$ cat src/rtl/instr_sequencer_pkg.sv
// Shared definitions for the instruction sequencer.
// Holds the ALU opcode codes, the instruction class encoding used to drive
// write enables and branching, the FSM state encoding, and the select value
// that makes the ALU idle.
package instr_sequencer_pkg;

    // ALU opcode codes (6-bit select presented to the ALU).
    localparam logic [5:0] OP_ADDA  = 6'h00;
    localparam logic [5:0] OP_ADDB  = 6'h01;
    localparam logic [5:0] OP_ADDCA = 6'h02;
    localparam logic [5:0] OP_ADDCB = 6'h03;
    localparam logic [5:0] OP_SUBA  = 6'h04;
    localparam logic [5:0] OP_SUBB  = 6'h05;
    localparam logic [5:0] OP_SUBCA = 6'h06;
    localparam logic [5:0] OP_SUBCB = 6'h07;
    localparam logic [5:0] OP_ANDA  = 6'h08;
    localparam logic [5:0] OP_ANDB  = 6'h09;
    localparam logic [5:0] OP_ANDCA = 6'h0A;
    localparam logic [5:0] OP_ANDCB = 6'h0B;
    localparam logic [5:0] OP_ORA   = 6'h0C;
    localparam logic [5:0] OP_ORB   = 6'h0D;
    localparam logic [5:0] OP_ORCA  = 6'h0E;
    localparam logic [5:0] OP_ORCB  = 6'h0F;
    localparam logic [5:0] OP_ASLA  = 6'h10;
    localparam logic [5:0] OP_ASRA  = 6'h11;
    localparam logic [5:0] OP_JMP   = 6'h18;
    localparam logic [5:0] OP_BAEQ  = 6'h19;
    localparam logic [5:0] OP_BANE  = 6'h1A;
    localparam logic [5:0] OP_BBEQ  = 6'h1B;
    localparam logic [5:0] OP_BBNE  = 6'h1C;

    // Select value that matches no ALU operation, so the ALU idles.
    localparam logic [5:0] NOP_SEL  = 6'h3F;

    typedef enum logic [1:0] {
        CLS_NOP = 2'd0,
        CLS_A   = 2'd1,
        CLS_B   = 2'd2,
        CLS_BR  = 2'd3
    } instr_class_t;

    typedef enum logic [1:0] {
        ST_FETCH = 2'd0,
        ST_WAIT  = 2'd1,
        ST_EXEC  = 2'd2
    } state_t;

endpackage

$ cat src/rtl/instr_sequencer_if.sv
// Program-memory fetch bus between the sequencer and the instruction ROM.
//   instr_addr  : fetch address (driven by master)
//   instr_req   : fetch request, held until instr_valid (driven by master)
//   instr_valid : instr_data is valid, completes the fetch (driven by slave)
//   instr_data  : [15:10] opcode, [9:8] ignored, [7:0] immediate/target
interface instr_sequencer_if #(
    parameter int ADDR_W = 8
);
    logic [ADDR_W-1:0] instr_addr;
    logic              instr_req;
    logic              instr_valid;
    logic [15:0]       instr_data;

    modport master (
        output instr_addr,
        output instr_req,
        input  instr_valid,
        input  instr_data
    );

    modport slave (
        input  instr_addr,
        input  instr_req,
        output instr_valid,
        output instr_data
    );
endinterface

$ cat src/rtl/instr_class_decode.sv
// Combinational opcode classifier.
//   opcode   : 6-bit ALU select
//   cls      : CLS_A / CLS_B (accumulator written), CLS_BR (branch/JMP),
//              CLS_NOP (anything else, including unknown codes)
//   uses_imm : 1 for the *C* forms whose second operand is the immediate
module instr_class_decode
    import instr_sequencer_pkg::*;
(
    input  logic [5:0]   opcode,
    output instr_class_t cls,
    output logic         uses_imm
);

    always_comb begin
        cls = CLS_NOP;
        unique case (opcode)
            OP_ADDA, OP_ADDCA, OP_SUBA, OP_SUBCA,
            OP_ANDA, OP_ANDCA, OP_ORA,  OP_ORCA,
            OP_ASLA, OP_ASRA:                     cls = CLS_A;
            OP_ADDB, OP_ADDCB, OP_SUBB, OP_SUBCB,
            OP_ANDB, OP_ANDCB, OP_ORB,  OP_ORCB:  cls = CLS_B;
            OP_JMP,  OP_BAEQ,  OP_BANE,
            OP_BBEQ, OP_BBNE:                     cls = CLS_BR;
            default:                              cls = CLS_NOP;
        endcase
    end

    always_comb begin
        uses_imm = 1'b0;
        unique case (opcode)
            OP_ADDCA, OP_ADDCB, OP_SUBCA, OP_SUBCB,
            OP_ANDCA, OP_ANDCB, OP_ORCA,  OP_ORCB: uses_imm = 1'b1;
            default:                               uses_imm = 1'b0;
        endcase
    end

endmodule

$ cat src/rtl/instr_sequencer.sv
// Instruction sequencer: fetches one 16-bit instruction at a time over the
// req/valid fetch bus, presents the decoded opcode/immediate to the ALU,
// pulses the accumulator write enables for one cycle and picks the next PC
// from the ALU branch decision.
//   iClock, iReset_n : clock (rising edge), asynchronous active-low reset
//   mem              : fetch bus (master side)
//   oAluInstSel      : opcode presented to the ALU (6'h3F when idle)
//   oUseImm          : ALU operand 2 is oImm instead of the other accumulator
//   oImm             : latched immediate / branch target
//   oWrA, oWrB       : one-cycle accumulator load pulses (combinational)
//   iBranchTaken     : ALU branch decision for the current instruction
//   oPC              : current program counter
module instr_sequencer
    import instr_sequencer_pkg::*;
#(
    parameter int ADDR_W   = 8,
    parameter int RESET_PC = 0
) (
    input  logic              iClock,
    input  logic              iReset_n,
    instr_sequencer_if.master mem,
    output logic [5:0]        oAluInstSel,
    output logic              oUseImm,
    output logic [7:0]        oImm,
    output logic              oWrA,
    output logic              oWrB,
    input  logic              iBranchTaken,
    output logic [ADDR_W-1:0] oPC
);

    localparam logic [ADDR_W-1:0] RESET_PC_V = ADDR_W'(RESET_PC);

    state_t            state_reg, state_next;
    logic [ADDR_W-1:0] pc_reg, pc_next;
    logic [ADDR_W-1:0] addr_reg;
    logic              req_reg;
    logic [5:0]        sel_reg;
    logic [7:0]        imm_reg;
    logic              use_imm_reg;
    instr_class_t      cls_reg;

    instr_class_t      dec_cls;
    logic              dec_uses_imm;
    logic              fetch_done;
    logic              unused_bits;

    // Bits [9:8] of the instruction word carry no meaning.
    assign unused_bits = ^mem.instr_data[9:8];

    // Decode the incoming word so class and operand routing are latched
    // together with the opcode.
    instr_class_decode u_decode (
        .opcode   (mem.instr_data[15:10]),
        .cls      (dec_cls),
        .uses_imm (dec_uses_imm)
    );

    // Valid only completes a fetch while a request is actually outstanding.
    assign fetch_done = (state_reg == ST_WAIT) && req_reg && mem.instr_valid;

    // Branch target replaces PC+1 only for branch-class opcodes; for every
    // other class iBranchTaken is ignored.
    always_comb begin
        pc_next = pc_reg + ADDR_W'(1);
        if (cls_reg == CLS_BR && iBranchTaken) begin
            pc_next = ADDR_W'(imm_reg);
        end
    end

    // State register
    always_ff @(posedge iClock or negedge iReset_n) begin
        if (!iReset_n) begin
            state_reg <= ST_FETCH;
        end else begin
            state_reg <= state_next;
        end
    end

    // Next-state logic
    always_comb begin
        state_next = state_reg;
        unique case (state_reg)
            ST_FETCH: state_next = ST_WAIT;
            ST_WAIT:  state_next = fetch_done ? ST_EXEC : ST_WAIT;
            ST_EXEC:  state_next = ST_FETCH;
            default:  state_next = ST_FETCH;
        endcase
    end

    // Output logic: write enables follow the state directly so an
    // asynchronous reset cuts a pulse in the same cycle.
    always_comb begin
        oWrA = 1'b0;
        oWrB = 1'b0;
        if (state_reg == ST_EXEC) begin
            oWrA = (cls_reg == CLS_A);
            oWrB = (cls_reg == CLS_B);
        end
    end

    // Registered datapath
    always_ff @(posedge iClock or negedge iReset_n) begin
        if (!iReset_n) begin
            pc_reg      <= RESET_PC_V;
            addr_reg    <= RESET_PC_V;
            req_reg     <= 1'b0;
            sel_reg     <= NOP_SEL;
            imm_reg     <= 8'h00;
            use_imm_reg <= 1'b0;
            cls_reg     <= CLS_NOP;
        end else begin
            unique case (state_reg)
                ST_FETCH: begin
                    req_reg  <= 1'b1;
                    addr_reg <= pc_reg;
                end
                ST_WAIT: begin
                    if (fetch_done) begin
                        req_reg     <= 1'b0;
                        sel_reg     <= mem.instr_data[15:10];
                        imm_reg     <= mem.instr_data[7:0];
                        use_imm_reg <= dec_uses_imm;
                        cls_reg     <= dec_cls;
                    end
                end
                ST_EXEC: begin
                    pc_reg <= pc_next;
                end
                default: begin
                    req_reg <= 1'b0;
                end
            endcase
        end
    end

    assign mem.instr_addr = addr_reg;
    assign mem.instr_req  = req_reg;
    assign oAluInstSel    = sel_reg;
    assign oUseImm        = use_imm_reg;
    assign oImm           = imm_reg;
    assign oPC            = pc_reg;

endmodule

$ cat src/flat_wrapper.sv
// flat-port wrapper written by rule: the top's interface ports become plain ports
module instr_sequencer_flat import instr_sequencer_pkg::*;
#(
    parameter int ADDR_W   = 8,
    parameter int RESET_PC = 0
)
  (iClock, iReset_n, oAluInstSel, oUseImm, oImm, oWrA, oWrB, iBranchTaken, oPC, mem_instr_addr, mem_instr_req, mem_instr_valid, mem_instr_data);
  instr_sequencer_if #(.ADDR_W(ADDR_W)) mem_i ();
  input  logic iClock;
  input  logic iReset_n;
  output logic [5:0] oAluInstSel;
  output logic oUseImm;
  output logic [7:0] oImm;
  output logic oWrA;
  output logic oWrB;
  input  logic iBranchTaken;
  output logic [ADDR_W-1:0] oPC;
  output wire logic [$bits(mem_i.instr_addr)-1:0] mem_instr_addr;
  output wire logic [$bits(mem_i.instr_req)-1:0] mem_instr_req;
  input wire logic [$bits(mem_i.instr_valid)-1:0] mem_instr_valid;
  input wire logic [$bits(mem_i.instr_data)-1:0] mem_instr_data;
  assign mem_instr_addr = mem_i.instr_addr;
  assign mem_instr_req = mem_i.instr_req;
  assign mem_i.instr_valid = mem_instr_valid;
  assign mem_i.instr_data = mem_instr_data;
  instr_sequencer #(.ADDR_W(ADDR_W), .RESET_PC(RESET_PC)) u_core (.iClock(iClock), .iReset_n(iReset_n), .mem(mem_i), .oAluInstSel(oAluInstSel), .oUseImm(oUseImm), .oImm(oImm), .oWrA(oWrA), .oWrB(oWrB), .iBranchTaken(iBranchTaken), .oPC(oPC));
endmodule
$ cat config.mk
export PLATFORM = sky130hd
export DESIGN_NAME = instr_sequencer_flat
export DESIGN_NICKNAME = d
export VERILOG_FILES = /design/src/rtl/instr_sequencer_pkg.sv /design/src/rtl/instr_sequencer_if.sv /design/src/rtl/instr_class_decode.sv /design/src/rtl/instr_sequencer.sv /design/src/flat_wrapper.sv
export SDC_FILE = /design/constraint.sdc
export NUM_CORES = 1
export LEC_CHECK = 0
export CORE_UTILIZATION = 40
export CTS_BUF_LIST = sky130_fd_sc_hd__clkbuf_8 sky130_fd_sc_hd__clkbuf_16
export DETAILED_ROUTE_END_ITERATION = 7
export PLACE_DENSITY = 0.74
export SLEW_MARGIN = 20
export SYNTH_ARGS = -nofsm -noshare
export SYNTH_HDL_FRONTEND = slang
export SYNTH_SLANG_ARGS = --single-unit
$ cat constraint.sdc
create_clock -name iClock -period 1.3 [get_ports iClock]
set_clock_uncertainty 0.05 [all_clocks]
set_input_delay 0.13 -clock iClock [delete_from_list [all_inputs] [get_ports iClock]]
set_output_delay 0.13 -clock iClock [all_outputs]
set_load 0.01 [all_outputs]
==> impl_summary.md <==
STA
The slew at the pin closest to its max-slew limit is 352.8 ps. The max-slew violation count is 0. The final-report hold violation count came to 0. Setup repair after global routing could not meet its margin everywhere.

Setup violations remaining at the end of the flow were counted as 16. The minimum clock period after layout is 1369 ps. The post-route worst setup slack is -68.94 ps. Timing would allow up to 0.7305 GHz. Headroom to the max-slew limit came out at 76.41%. The worst path uses 105.3% of the clock period. Summed over all failing endpoints, the final setup total negative slack is -735.1 ps.

Route
The via count of the routed design is 1391. After detailed routing, the average wire length per cell comes to 15.88 um. In the routed layout, each cell is associated on average with a via count of 5.210. The first detailed-routing pass ran for 4 iterations. The detailed router's first-iteration violation count is 97.

In the routed design, unresolved DRC markers number 0. After detailed routing, the total wire length is 4.240 mm. The detail route stage leaves a number of antenna-violating nets equal to 0.

Power and ir drop
Summing internal, switching and leakage power gives 6.029 mW. The worst IR drop on VDD is 1.274 mV. In this run the power density over the cells is 2209 nW/um^2. The leakage power figure is 1.166 nW.

Yosys
During synthesis, Yosys emitted a total of 0 warnings. The mux contribution to synthesized area is 15.24%. The dominant synthesized flop cell is sky130_fd_sc_hd__dfrtp_1. The synthesized instance count is 138. The largest family of logic cells by synthesized area is multiplexers.

The synthesis-stage register bit count is 36. The area of the mapped netlist is 1609 sq um. In this run, synthesis inferred 0 flip-flops with an integrated enable. The synthesized netlist devotes 12.52% of its cell area to compound gates. Counting every net in the synthesized netlist gives 159.

Summing the areas of all and, or, nand and nor instances in the mapped netlist gives 11.20% of the synthesized area. For this run, the register share of the synthesized area comes to 56.45%. The synthesized netlist contains 29 unique library cells.

Dividing the synthesized area by the synthesized cell count gives 11.66 sq um. The post-synthesis async set-or-reset flop share is 100.0%. The xor/xnor cell area share of the yosys netlist is 0%. The synthesized netlist devotes 0.7776% of its cell area to adder and majority cells.

Worst setup path
In this design, the stage delay of the slowest critical-path cell is 400 ps. Among all stages on the critical path, the largest delay is contributed by sky130_fd_sc_hd__dfrtp_1. Data on the critical path is required at its endpoint by 1430 ps. The capture point of the worst reg-to-reg path is u_core.oImm[4]. Walking the worst path, the cells encountered are buf_4, nand4_4, clkbuf_16, mux2_2. The depth of the worst register-to-register path is 4. The family with the most delay on the worst path is flip-flops. Together, buffers and inverters on the worst path number 2. The critical path in this run is classified as flop to flop.

STA classifies the critical path endpoint as a flop. The startpoint of the most critical register-to-register path is u_core.state_reg[0]. The worst setup path is launched from a flop. For the worst setup path, the data arrival time is 1500 ps. Along the worst path, the maximum fanout reaches 5. The setup check on the worst reg-to-reg path leaves a slack of -70 ps.

Clock tree
In this run, CTS created clock tree buffers numbering 5. The clock tree from TritonCTS is done. In this run the number of H-tree levels came out at 2. The clock drives 36 sinks. The number of buffers between clock root and the deepest sink is 2. The clock transition at the registers of the reported paths is 70 ps. The cell at the root of the clock tree is sky130_fd_sc_hd__clkbuf_8.

The clock reaches the later pin of the worst-skew pair after 290 ps.

Cells and area
The share of layout cells above drive strength 1 is 44.75%. Counting the fill cells in the layout gives 238. 0 antenna diodes ended up in the layout.

From synthesis to final layout, the design area changed by 69.60%. After routing the design area is 2729 sq um. The final layout net count is 239. The final core area utilization is 72.36%.

Floorplanning
The cell row count is 22. The effective utilization at floorplan is 42.67%. The number of top-level pins is 54. The area of the die is 4280 sq um.

The core area is 3771 sq um. The floorplan die height is 65.43 um. The die is 65.43 um wide.

Global routing
Global routing finished with a remaining overflow of 0. The first global-routing pass estimated 6.465 mm of wire. The pin count of the biggest net entering global routing is 37.

The number of antenna violations at the first check in global routing is 0. The via count of the first global-routing pass is 1393. The total routing usage reported by global routing is 20.19%.

Min path
The kind of path behind the tightest hold check is input pin to asynchronous set/reset pin.

Placement
The post-placement cell area is 2332 sq um. The detailed placement HPWL is 2.586 mm. Routability-driven placement finished with a final weighted congestion of 0.8145. During placement, the flow inserted port buffers numbering 51.

Flow run
The count of maximum capacitance violations is 0.

Status
The flow ran to the end, but the final reports show violations. The checks that failed: setup timing.
logic make-up after synthesis:
kind of cell | Yosys count
adders and majority gates | 1
and+or+nand+nor | 33
muxes | 22
DFF | 36
AOI/OAI and AO/OA | 33
buffers and inverters | 13
cell type report:
class | instances | area (sq um) | share of cell area [%]
sequential | 36 | 912.1 | 33.43
clock inverter | 2 | 7.507 | 0.2751
tap | 48 | 60.06 | 2.201
multi-input combinational | 89 | 849.6 | 31.13
clock buffer | 6 | 82.58 | 3.026
inverter | 7 | 28.78 | 1.055
timing repair buffer | 79 | 788.3 | 28.89
cell usage after synthesis, types with 2 or more instances:
| library cell | count | area share [%] |
|---|---|---|
| sky130_fd_sc_hd__a21oi_1 | 10 | 3.1 |
| sky130_fd_sc_hd__a2bb2oi_1 | 3 | 1.6 |
| sky130_fd_sc_hd__and3_1 | 3 | 1.2 |
| sky130_fd_sc_hd__buf_2 | 3 | 0.93 |
| sky130_fd_sc_hd__dfrtp_1 | 30 | 47 |
| sky130_fd_sc_hd__dfstp_2 | 6 | 9.8 |
| sky130_fd_sc_hd__inv_1 | 7 | 1.6 |
| sky130_fd_sc_hd__mux2_2 | 20 | 14 |
| sky130_fd_sc_hd__mux2i_1 | 2 | 1.2 |
| sky130_fd_sc_hd__nand2_1 | 9 | 2.1 |
| sky130_fd_sc_hd__nand3_1 | 9 | 2.8 |
| sky130_fd_sc_hd__nor2_1 | 4 | 0.93 |
| sky130_fd_sc_hd__nor2b_1 | 2 | 0.78 |
| sky130_fd_sc_hd__nor3b_1 | 2 | 0.93 |
| sky130_fd_sc_hd__o21ai_0 | 13 | 4.0 |
| sky130_fd_sc_hd__o22ai_1 | 2 | 0.78 |
metal layers:
metal,up-vias,wire (um),GRT usage [%]
li1,665,-,-
met1,663,1740,23.96
met2,57,2121,34.54
met3,6,318,6.771
met4,0,59,5.707
met5,-,0,0
metrics by stage:
stage                     worst slack (ps)  hold slack, ps  instances
after floorplan                     -7.140          -215.6        138
after global placement              -177.6           417.6        247
after detailed placement            -220.6           427.7        247
after CTS                           -45.70           162.5        262
after global routing                -116.1           171.7        267
final                               -68.94           154.9        267
worst register-to-register path, cell delays in order, from the launching register on:
cell                        delay [ps]
sky130_fd_sc_hd__dfrtp_1           400
sky130_fd_sc_hd__buf_4             170
sky130_fd_sc_hd__nand4_4           150
sky130_fd_sc_hd__clkbuf_16         170
sky130_fd_sc_hd__mux2_2            320
how the worst max path moves through the flow:
stage	cells past startpoint	endpoint	slack [ps]	from
final	4	u_core.oImm[4]	-70	u_core.state_reg[0]
after floorplan	5	u_core.oPC[6]	-7	u_core.oPC[1]
after detailed placement	3	oWrA	-220	u_core.state_reg[0]
after global placement	3	oWrA	-180	u_core.state_reg[0]
after CTS	3	oWrA	-50	u_core.state_reg[0]
after global routing	4	oWrA	-120	u_core.state_reg[1]
cells in the final DEF, fill, tap and decap left out, types with 3 or more instances in the layout:
cell,count
sky130_fd_sc_hd__dfrtp_1,27
sky130_fd_sc_hd__clkbuf_16,3
sky130_fd_sc_hd__dfrtp_2,3
sky130_fd_sc_hd__clkdlybuf4s50_1,17
sky130_fd_sc_hd__dfstp_2,6
sky130_fd_sc_hd__inv_1,8
sky130_fd_sc_hd__a21oi_1,5
sky130_fd_sc_hd__a21oi_2,4
sky130_fd_sc_hd__nand3_1,5
sky130_fd_sc_hd__o21ai_0,10
sky130_fd_sc_hd__buf_6,5
sky130_fd_sc_hd__clkbuf_8,6
sky130_fd_sc_hd__dlygate4sd2_1,27
sky130_fd_sc_hd__nor2_1,4
sky130_fd_sc_hd__buf_4,16
sky130_fd_sc_hd__clkdlybuf4s15_1,3
sky130_fd_sc_hd__a2bb2oi_2,3
sky130_fd_sc_hd__mux2_2,20
sky130_fd_sc_hd__buf_12,4
sky130_fd_sc_hd__nand2_1,6
where the power goes:
part	internal, mW	switching (mW)
logic	1.75	1.38
clock network	0.416	0.402
registers	1.70	0.380
repair_timing:
action | CTS | global route
gates resized for setup | 57 | 35
pin swaps | 5 | 10
setup endpoints to repair | 58 | 40
gates cloned | 0 | 3
hold buffers | 0 | 0
setup buffers | 7 | 3
No activity file was read; power rests on OpenSTA's default activity.
